File: config.mk
export PLATFORM = sky130hd
export DESIGN_NAME = ternary_vector_pe
export DESIGN_NICKNAME = d
export VERILOG_FILES = /design/src/rtl/ternary_vector_pe.sv
export SDC_FILE = /design/constraint.sdc
export NUM_CORES = 2
export LEC_CHECK = 0
export CAP_MARGIN = 20
export CORE_ASPECT_RATIO = 0.75
export CORE_UTILIZATION = 55
export CTS_CLUSTER_SIZE = 20
export DETAILED_ROUTE_END_ITERATION = 10
export PLACE_DENSITY = 0.83
export SETUP_SLACK_MARGIN = 0.3
export SKIP_LAST_GASP = 1
export SLEW_MARGIN = 20
export SYNTH_ARGS = -nofsm -noshare
export SYNTH_HDL_FRONTEND = slang
export SYNTH_SLANG_ARGS = --single-unit
File: constraint.sdc
create_clock -name clk -period 8.1 [get_ports clk]
set_input_delay 0.81 -clock clk [delete_from_list [all_inputs] [get_ports clk]]
set_output_delay 0.81 -clock clk [all_outputs]
set_load 0.1 [all_outputs]
File: src/rtl/ternary_vector_pe.sv
// ternary_vector_pe: LANES-wide ternary multiply-accumulate with a two-stage pipeline,
// per-lane zero-skip counters, optional saturation and a flush/snapshot handshake.
module ternary_vector_pe #(
  parameter int LANES = 8,
  parameter int ACC_W = 32,
  parameter int CNT_W = 32
) (
  input  logic                     clk,
  input  logic                     reset,
  input  logic                     in_valid,
  output logic                     in_ready,
  input  logic [2*LANES-1:0]       weight,
  input  logic [2*LANES-1:0]       trit_in,
  input  logic [31:0]              exec_hints,
  input  logic                     flush,
  output logic                     out_valid,
  input  logic                     out_ready,
  output logic [LANES*ACC_W-1:0]   acc_out,
  output logic [LANES*CNT_W-1:0]   skip_count,
  output logic [LANES-1:0]         ovf
);

  localparam logic [1:0] ST_IDLE  = 2'd0;
  localparam logic [1:0] ST_ACCUM = 2'd1;
  localparam logic [1:0] ST_DRAIN = 2'd2;
  localparam logic [1:0] ST_OUT   = 2'd3;

  localparam logic [7:0] OP_DOT   = 8'h01;
  localparam logic [7:0] OP_MUL   = 8'h03;
  localparam logic [7:0] OP_TGEMM = 8'h06;

  localparam logic [ACC_W-1:0] ACC_MAX = {1'b0, {(ACC_W-1){1'b1}}};
  localparam logic [ACC_W-1:0] ACC_MIN = {1'b1, {(ACC_W-1){1'b0}}};
  localparam logic [CNT_W-1:0] CNT_ONE = {{(CNT_W-1){1'b0}}, 1'b1};

  function automatic logic trit_is_zero(input logic [1:0] code);
    return (code == 2'b00) || (code == 2'b11);
  endfunction

  // Product as 2-bit two's complement: 01 = +1, 11 = -1, 00 = 0.
  function automatic logic [1:0] trit_mul(input logic [1:0] w, input logic [1:0] x);
    logic [1:0] p;
    if (trit_is_zero(w) || trit_is_zero(x)) begin
      p = 2'b00;
    end else if (w == x) begin
      p = 2'b01;
    end else begin
      p = 2'b11;
    end
    return p;
  endfunction

  logic [1:0]                  state_q, state_d;
  logic                        clr_on_read_q, clr_on_read_d;

  logic                        s1_valid_q, s1_valid_d;
  logic [LANES-1:0][1:0]       s1_prod_q, s1_prod_d;
  logic [LANES-1:0]            s1_skip_q, s1_skip_d;
  logic [7:0]                  s1_op_q, s1_op_d;
  logic                        s1_sat_q, s1_sat_d;

  logic [LANES-1:0][ACC_W-1:0] acc_q, acc_d;
  logic [LANES-1:0][CNT_W-1:0] cnt_q, cnt_d;
  logic [LANES-1:0]            ovf_q, ovf_d;

  logic [LANES-1:0][ACC_W:0]   sum_s;
  logic                        accept_s;
  logic                        flush_take_s;
  logic                        clear_s;
  logic                        unused_hints_s;

  assign in_ready     = (state_q == ST_IDLE) || (state_q == ST_ACCUM);
  assign out_valid    = (state_q == ST_OUT);
  assign accept_s     = in_valid && in_ready;
  assign flush_take_s = flush && in_ready;
  assign clear_s      = (state_q == ST_OUT) && out_ready && clr_on_read_q;

  assign acc_out    = acc_q;
  assign skip_count = cnt_q;
  assign ovf        = ovf_q;

  assign unused_hints_s = ^{exec_hints[31:20], exec_hints[16:8]};

  always_comb begin
    s1_valid_d = 1'b0;
    s1_prod_d  = s1_prod_q;
    s1_skip_d  = s1_skip_q;
    s1_op_d    = s1_op_q;
    s1_sat_d   = s1_sat_q;
    if (accept_s) begin
      s1_valid_d = 1'b1;
      s1_op_d    = exec_hints[7:0];
      s1_sat_d   = exec_hints[18];
      for (int i = 0; i < LANES; i++) begin
        s1_prod_d[i] = trit_mul(weight[2*i +: 2], trit_in[2*i +: 2]);
        s1_skip_d[i] = exec_hints[17] &&
                       (trit_is_zero(weight[2*i +: 2]) || trit_is_zero(trit_in[2*i +: 2]));
      end
    end else begin
      s1_valid_d = 1'b0;
    end
  end

  // One guard bit lets the top two bits of the sum expose signed overflow.
  always_comb begin
    for (int i = 0; i < LANES; i++) begin
      sum_s[i] = {acc_q[i][ACC_W-1], acc_q[i]} +
                 {{(ACC_W-1){s1_prod_q[i][1]}}, s1_prod_q[i]};
    end
  end

  always_comb begin
    acc_d = acc_q;
    cnt_d = cnt_q;
    ovf_d = ovf_q;
    if (clear_s) begin
      acc_d = '0;
      cnt_d = '0;
      ovf_d = '0;
    end else if (s1_valid_q) begin
      for (int i = 0; i < LANES; i++) begin
        if (s1_skip_q[i]) begin
          cnt_d[i] = cnt_q[i] + CNT_ONE;
        end else begin
          cnt_d[i] = cnt_q[i];
        end
        case (s1_op_q)
          OP_DOT, OP_TGEMM: begin
            if (s1_skip_q[i]) begin
              acc_d[i] = acc_q[i];
            end else if (sum_s[i][ACC_W] != sum_s[i][ACC_W-1]) begin
              ovf_d[i] = 1'b1;
              if (s1_sat_q) begin
                acc_d[i] = sum_s[i][ACC_W] ? ACC_MIN : ACC_MAX;
              end else begin
                acc_d[i] = sum_s[i][ACC_W-1:0];
              end
            end else begin
              acc_d[i] = sum_s[i][ACC_W-1:0];
            end
          end
          OP_MUL:  acc_d[i] = {{(ACC_W-2){s1_prod_q[i][1]}}, s1_prod_q[i]};
          default: acc_d[i] = acc_q[i];
        endcase
      end
    end else begin
      acc_d = acc_q;
    end
  end

  // DRAIN waits only on stage 1; the accumulators are stage 2 themselves.
  always_comb begin
    state_d = state_q;
    case (state_q)
      ST_IDLE: begin
        if (flush_take_s) begin
          state_d = ST_DRAIN;
        end else if (accept_s) begin
          state_d = ST_ACCUM;
        end else begin
          state_d = ST_IDLE;
        end
      end
      ST_ACCUM: begin
        if (flush_take_s) begin
          state_d = ST_DRAIN;
        end else begin
          state_d = ST_ACCUM;
        end
      end
      ST_DRAIN: begin
        if (!s1_valid_q) begin
          state_d = ST_OUT;
        end else begin
          state_d = ST_DRAIN;
        end
      end
      ST_OUT: begin
        if (out_ready) begin
          state_d = ST_IDLE;
        end else begin
          state_d = ST_OUT;
        end
      end
      default: state_d = ST_IDLE;
    endcase
    if (flush_take_s) begin
      clr_on_read_d = exec_hints[19];
    end else begin
      clr_on_read_d = clr_on_read_q;
    end
  end

  always_ff @(posedge clk) begin
    if (reset) begin
      state_q       <= ST_IDLE;
      clr_on_read_q <= 1'b0;
      s1_valid_q    <= 1'b0;
      s1_prod_q     <= '0;
      s1_skip_q     <= '0;
      s1_op_q       <= 8'h00;
      s1_sat_q      <= 1'b0;
      acc_q         <= '0;
      cnt_q         <= '0;
      ovf_q         <= '0;
    end else begin
      state_q       <= state_d;
      clr_on_read_q <= clr_on_read_d;
      s1_valid_q    <= s1_valid_d;
      s1_prod_q     <= s1_prod_d;
      s1_skip_q     <= s1_skip_d;
      s1_op_q       <= s1_op_d;
      s1_sat_q      <= s1_sat_d;
      acc_q         <= acc_d;
      cnt_q         <= cnt_d;
      ovf_q         <= ovf_d;
    end
  end

endmodule

==> results.md <==
- Num CTS Buffers: 58
- Hold Path Class: reg -> reg
- # resized after CTS: 0
- Rel. slew slack: 20.4%
- Filler cells: between 5000 and 6000
- Syn Nets: ~4900
- Net count reported at finish: ~5400
- Critical R2R Capture: acc_out[151]$_SDFFE_PP0P_
- Final Max Tran Viols: 0
- DIE AREA: 66400 um^2
- Vias per cell: roughly 6.0
- Main synth FF type: dfxtp_1
- Post-synthesis mux area share: less than 1%
- Final worst-path cycle share: ~55%
- Cell count after synthesis: about 4600
- Die height: between 200 and 250 um
- Clock root buffer master: clkbuf_16
- Worst hold endpoint: s1_op_q[6]$_SDFFE_PP0P_
- Ys Warns: 0
- Post-synthesis xor/xnor area fraction: 11.0%
- CTS Buffer Depth: 3
- Number of routed nets with antenna violations: 0
- Worst-path clk slew: around 70 ps
- CP Buf/Inv Count: 1
- Hold Startpoint: s1_op_q[6]$_SDFFE_PP0P_
- Reg2reg start: s1_prod_q[9]$_SDFFE_PP0P_
- Clk_lat worst skew: around 660 ps
- Io pins: ~590
- CTS tree: done
- Async SR Flop Fraction: 0%
- Setup repair bufs after CTS: 0
- DRT Pass-1 Iters: 6
- CP Class: reg -> reg
- Site Rows: 80
- Slowest CP cell: o21ai_2
- CTS Sinks: between 500 and 600
- Most used cell, CP: o211ai_1
- Internal reg-to-reg setup slack: about 3600 ps
- DRT Wirelength: 111000 um
- Critical path, cell by cell: buf_4 -> ha_1 -> a21oi_1 -> o21ai_0 -> o211ai_1 -> o211ai_1 -> o211a_1 -> a31oi_2 -> xor2_1 -> nand2b_1 -> o21ai_2 -> a211oi_1
- Gpl congestion: ~0.96
- Post-DP HPWL: ~80000 um
- Post-Synth Adder-Cell Area: 9.63%
- Vias in the first global route: roughly 33000
- Setup ws final: around 3600 ps
- Run status: finished clean
- Post-Syn Area per Cell: between 7 and 8 um^2
- Worst Tran Pin Value: ~1200 ps
- Max incr delay on CP: around 900 ps
- IR drop worst, VDD: 178 uV
- Max cap viols: 0
- Synth Cell Area: 36000 um^2
- Clk_skew: roughly 20 ps
- Critical Path Source Type: flip-flop
- Setup TNS Final: 0 ps
- Crit Path Max Fanout: 35
- Crit. End Element: flip-flop
- Crit path max-delay family: compound AO/OA/AOI/OAI gates
- CP arrival: 4940 ps
- Cell accounting for the most synthesized area: dfxtp_1
- Area growth from synthesis to layout: 23.2%
- Post-synth EDFFs: 0
- Initial antenna violation count: 3
- Yosys top cell area share: just over 30%
- Period minus WS final: 4470 ps
- Simple-gate share of the synthesized area: approximately 21%
- Synth unique cells: 90
- Top cells by area, synth: dfxtp_1 31%, ha_1 9.2%, a21oi_1 6.3%, nor2_1 5.9%, xor2_1 5.8%
- Pin count of the biggest net entering global routing: 82
- Congestion Overflow GR: 0
- Port bufs: roughly 570
- Tot GR Track Use: 31.9%
- H-tree depth: 2
- Residual DRC: 0
- Synth Register Bits: 557
- First-pass GRT wire length: 176000 um
- RSZ-0062 raised after global routing: no
- Final setup fails: 0
- Initial drt markers: between 2000 and 3000
- Final Hold Viols: 0
- Pwr per Cell Area: around 150 nW/um^2
- Pleak: 17.6 nW
- Largest family of logic cells by synthesized area: compound AO/OA/AOI/OAI gates
- Hold path cells: 2
- Critical path data required time: around 8600 ps
- Placeable Area: around 64000 um^2
- Vias: between 30000 and 40000
- Post-synthesis sequential area ratio: approximately 31%
- Worst Reg2Reg Path Length in Cells: 12
- Share of layout cells above drive strength 1: under 10%
- Hold_buf cts: 0
- Routed len/inst: about 19 um
- Compound-Gate Fraction of Synth Area: approximately 25%
- Pre-CTS setup slack: roughly 3700 ps
- Initial core utilization: a little under three fifths
- Die Wd: around 300 um
- Highest clock rate: 224 MHz
==> layer usage <==
layer,up-vias,track usage (%),wire [um],share of wire [%]
met2,1272,49.7,48400,44
met5,-,0,0,0
li1,17400,-,-,-
met1,16800,42.7,49100,44
met3,263,6.17,8400,7.5
met4,0,14.4,5330,4.8
==> worst max path at each step <==
stage                              startpoint  slack [ps]                        end  cells after the start
floorplan           acc_out[224]$_SDFFE_PP0P_        4260  acc_out[231]$_SDFFE_PP0P_                     12
global placement    s1_prod_q[7]$_SDFFE_PP0P_        3760   acc_out[97]$_SDFFE_PP0P_                     12
detailed placement  s1_prod_q[7]$_SDFFE_PP0P_        3660   acc_out[97]$_SDFFE_PP0P_                     12
CTS                 s1_prod_q[7]$_SDFFE_PP0P_        3650   acc_out[97]$_SDFFE_PP0P_                     12
global route        s1_prod_q[7]$_SDFFE_PP0P_        3210   acc_out[96]$_SDFFE_PP0P_                     12
finish              s1_prod_q[9]$_SDFFE_PP0P_        3630  acc_out[151]$_SDFFE_PP0P_                     12
==> layout by cell type, fill, tap and decap left out, types with 74 or more instances in the layout <==
cell type | Yosys | layout
xor2_1 | 237 | 237
clkdlybuf4s50_1 | 0 | 567
a211oi_1 | 113 | 113
ha_1 | 264 | 264
dfxtp_1 | 557 | 555
nand2_1 | 422 | 420
a21o_1 | 119 | 119
xnor2_1 | 211 | 211
nor2_1 | 569 | 568
o21ai_0 | 343 | 343
and3_1 | 79 | 79
a21oi_1 | 455 | 455
nand3_1 | 136 | 136
inv_1 | 74 | 74
nand4_1 | 75 | 75
==> per-stage QoR <==
stage | hold slack (ps) | area [um^2] | utilization (%) | total power [mW] | cells
global route | 471 | 44300 | 69.1 | 6.76 | 5955
global placement | 440 | 42300 | 65.9 | 3.69 | 5845
finish | 455 | 44300 | 69.1 | 6.54 | 5958
CTS | 452 | 44300 | 69.0 | 6.57 | 5953
floorplan | 431 | 36000 | - | 3.49 | 4574
detailed placement | 444 | 42300 | 65.9 | 3.70 | 5845
==> registers in the layout, summed over array words and instances, names as in the netlist <==
name,flops
acc_out,256
clr_on_read_q,1
ovf,8
s1_op_q,8
s1_prod_q,16
s1_sat_q,1
s1_skip_q,8
s1_valid_q,1
skip_count,256
state_q,2
==> synthesized netlist by cell type, drive strengths merged, types with 35 or more instances <==
library cell,instances
nor2,570
dfxtp,557
a21oi,459
nand2,422
o21ai,357
ha,264
xor2,238
xnor2,211
clkbuf,151
nand3,136
a21o,119
a211oi,115
and3,79
nand4,75
inv,74
nor3,71
nor2b,63
a31oi,49
o21bai,47
or3,46
buf,45
and2,44
o21a,42
o22ai,42
nand2b,38
o211ai,35
==> layout make-up <==
class / count / area, um^2 / area share, %
multi-input combinational: 3747 / 23800 / 53.7
tap: 861 / 1080 / 2.43
inverter: 74 / 278 / 0.627
antenna: 5 / 12.5 / 0.0282
clock inverter: 26 / 358 / 0.808
sequential: 557 / 11200 / 25.2
timing repair buffer: 606 / 5970 / 13.5
clock buffer: 82 / 1670 / 3.77
==> cells by family (layout without fill, tap and decap cells) <==
group	after synthesis	after routing
other	0	5
buffers and inverters	270	788
multiplexers	5	5
XOR/XNOR	449	449
adder cells (fa/ha/maj)	272	272
flip-flops	557	557
AO/OA/AOI/OAI	1420	1420
AND/OR/NAND/NOR	1601	1601
==> worst min-delay path: cells and delay by family, from the launching register on <==
family           cells  cell delay [ps]
AO/OA/AOI/OAI        1               50
flip-flops           1              300
AND/OR/NAND/NOR      1               50
==> report_power, final <==
part	total [mW]	internal (mW)	switching (mW)
Clock	2.88	1.67	1.22
Sequential	2.81	2.77	0.0387
Combinational	0.854	0.276	0.578
Total	6.54	4.71	1.83
Note: power is estimated with default switching activity, not from simulation.
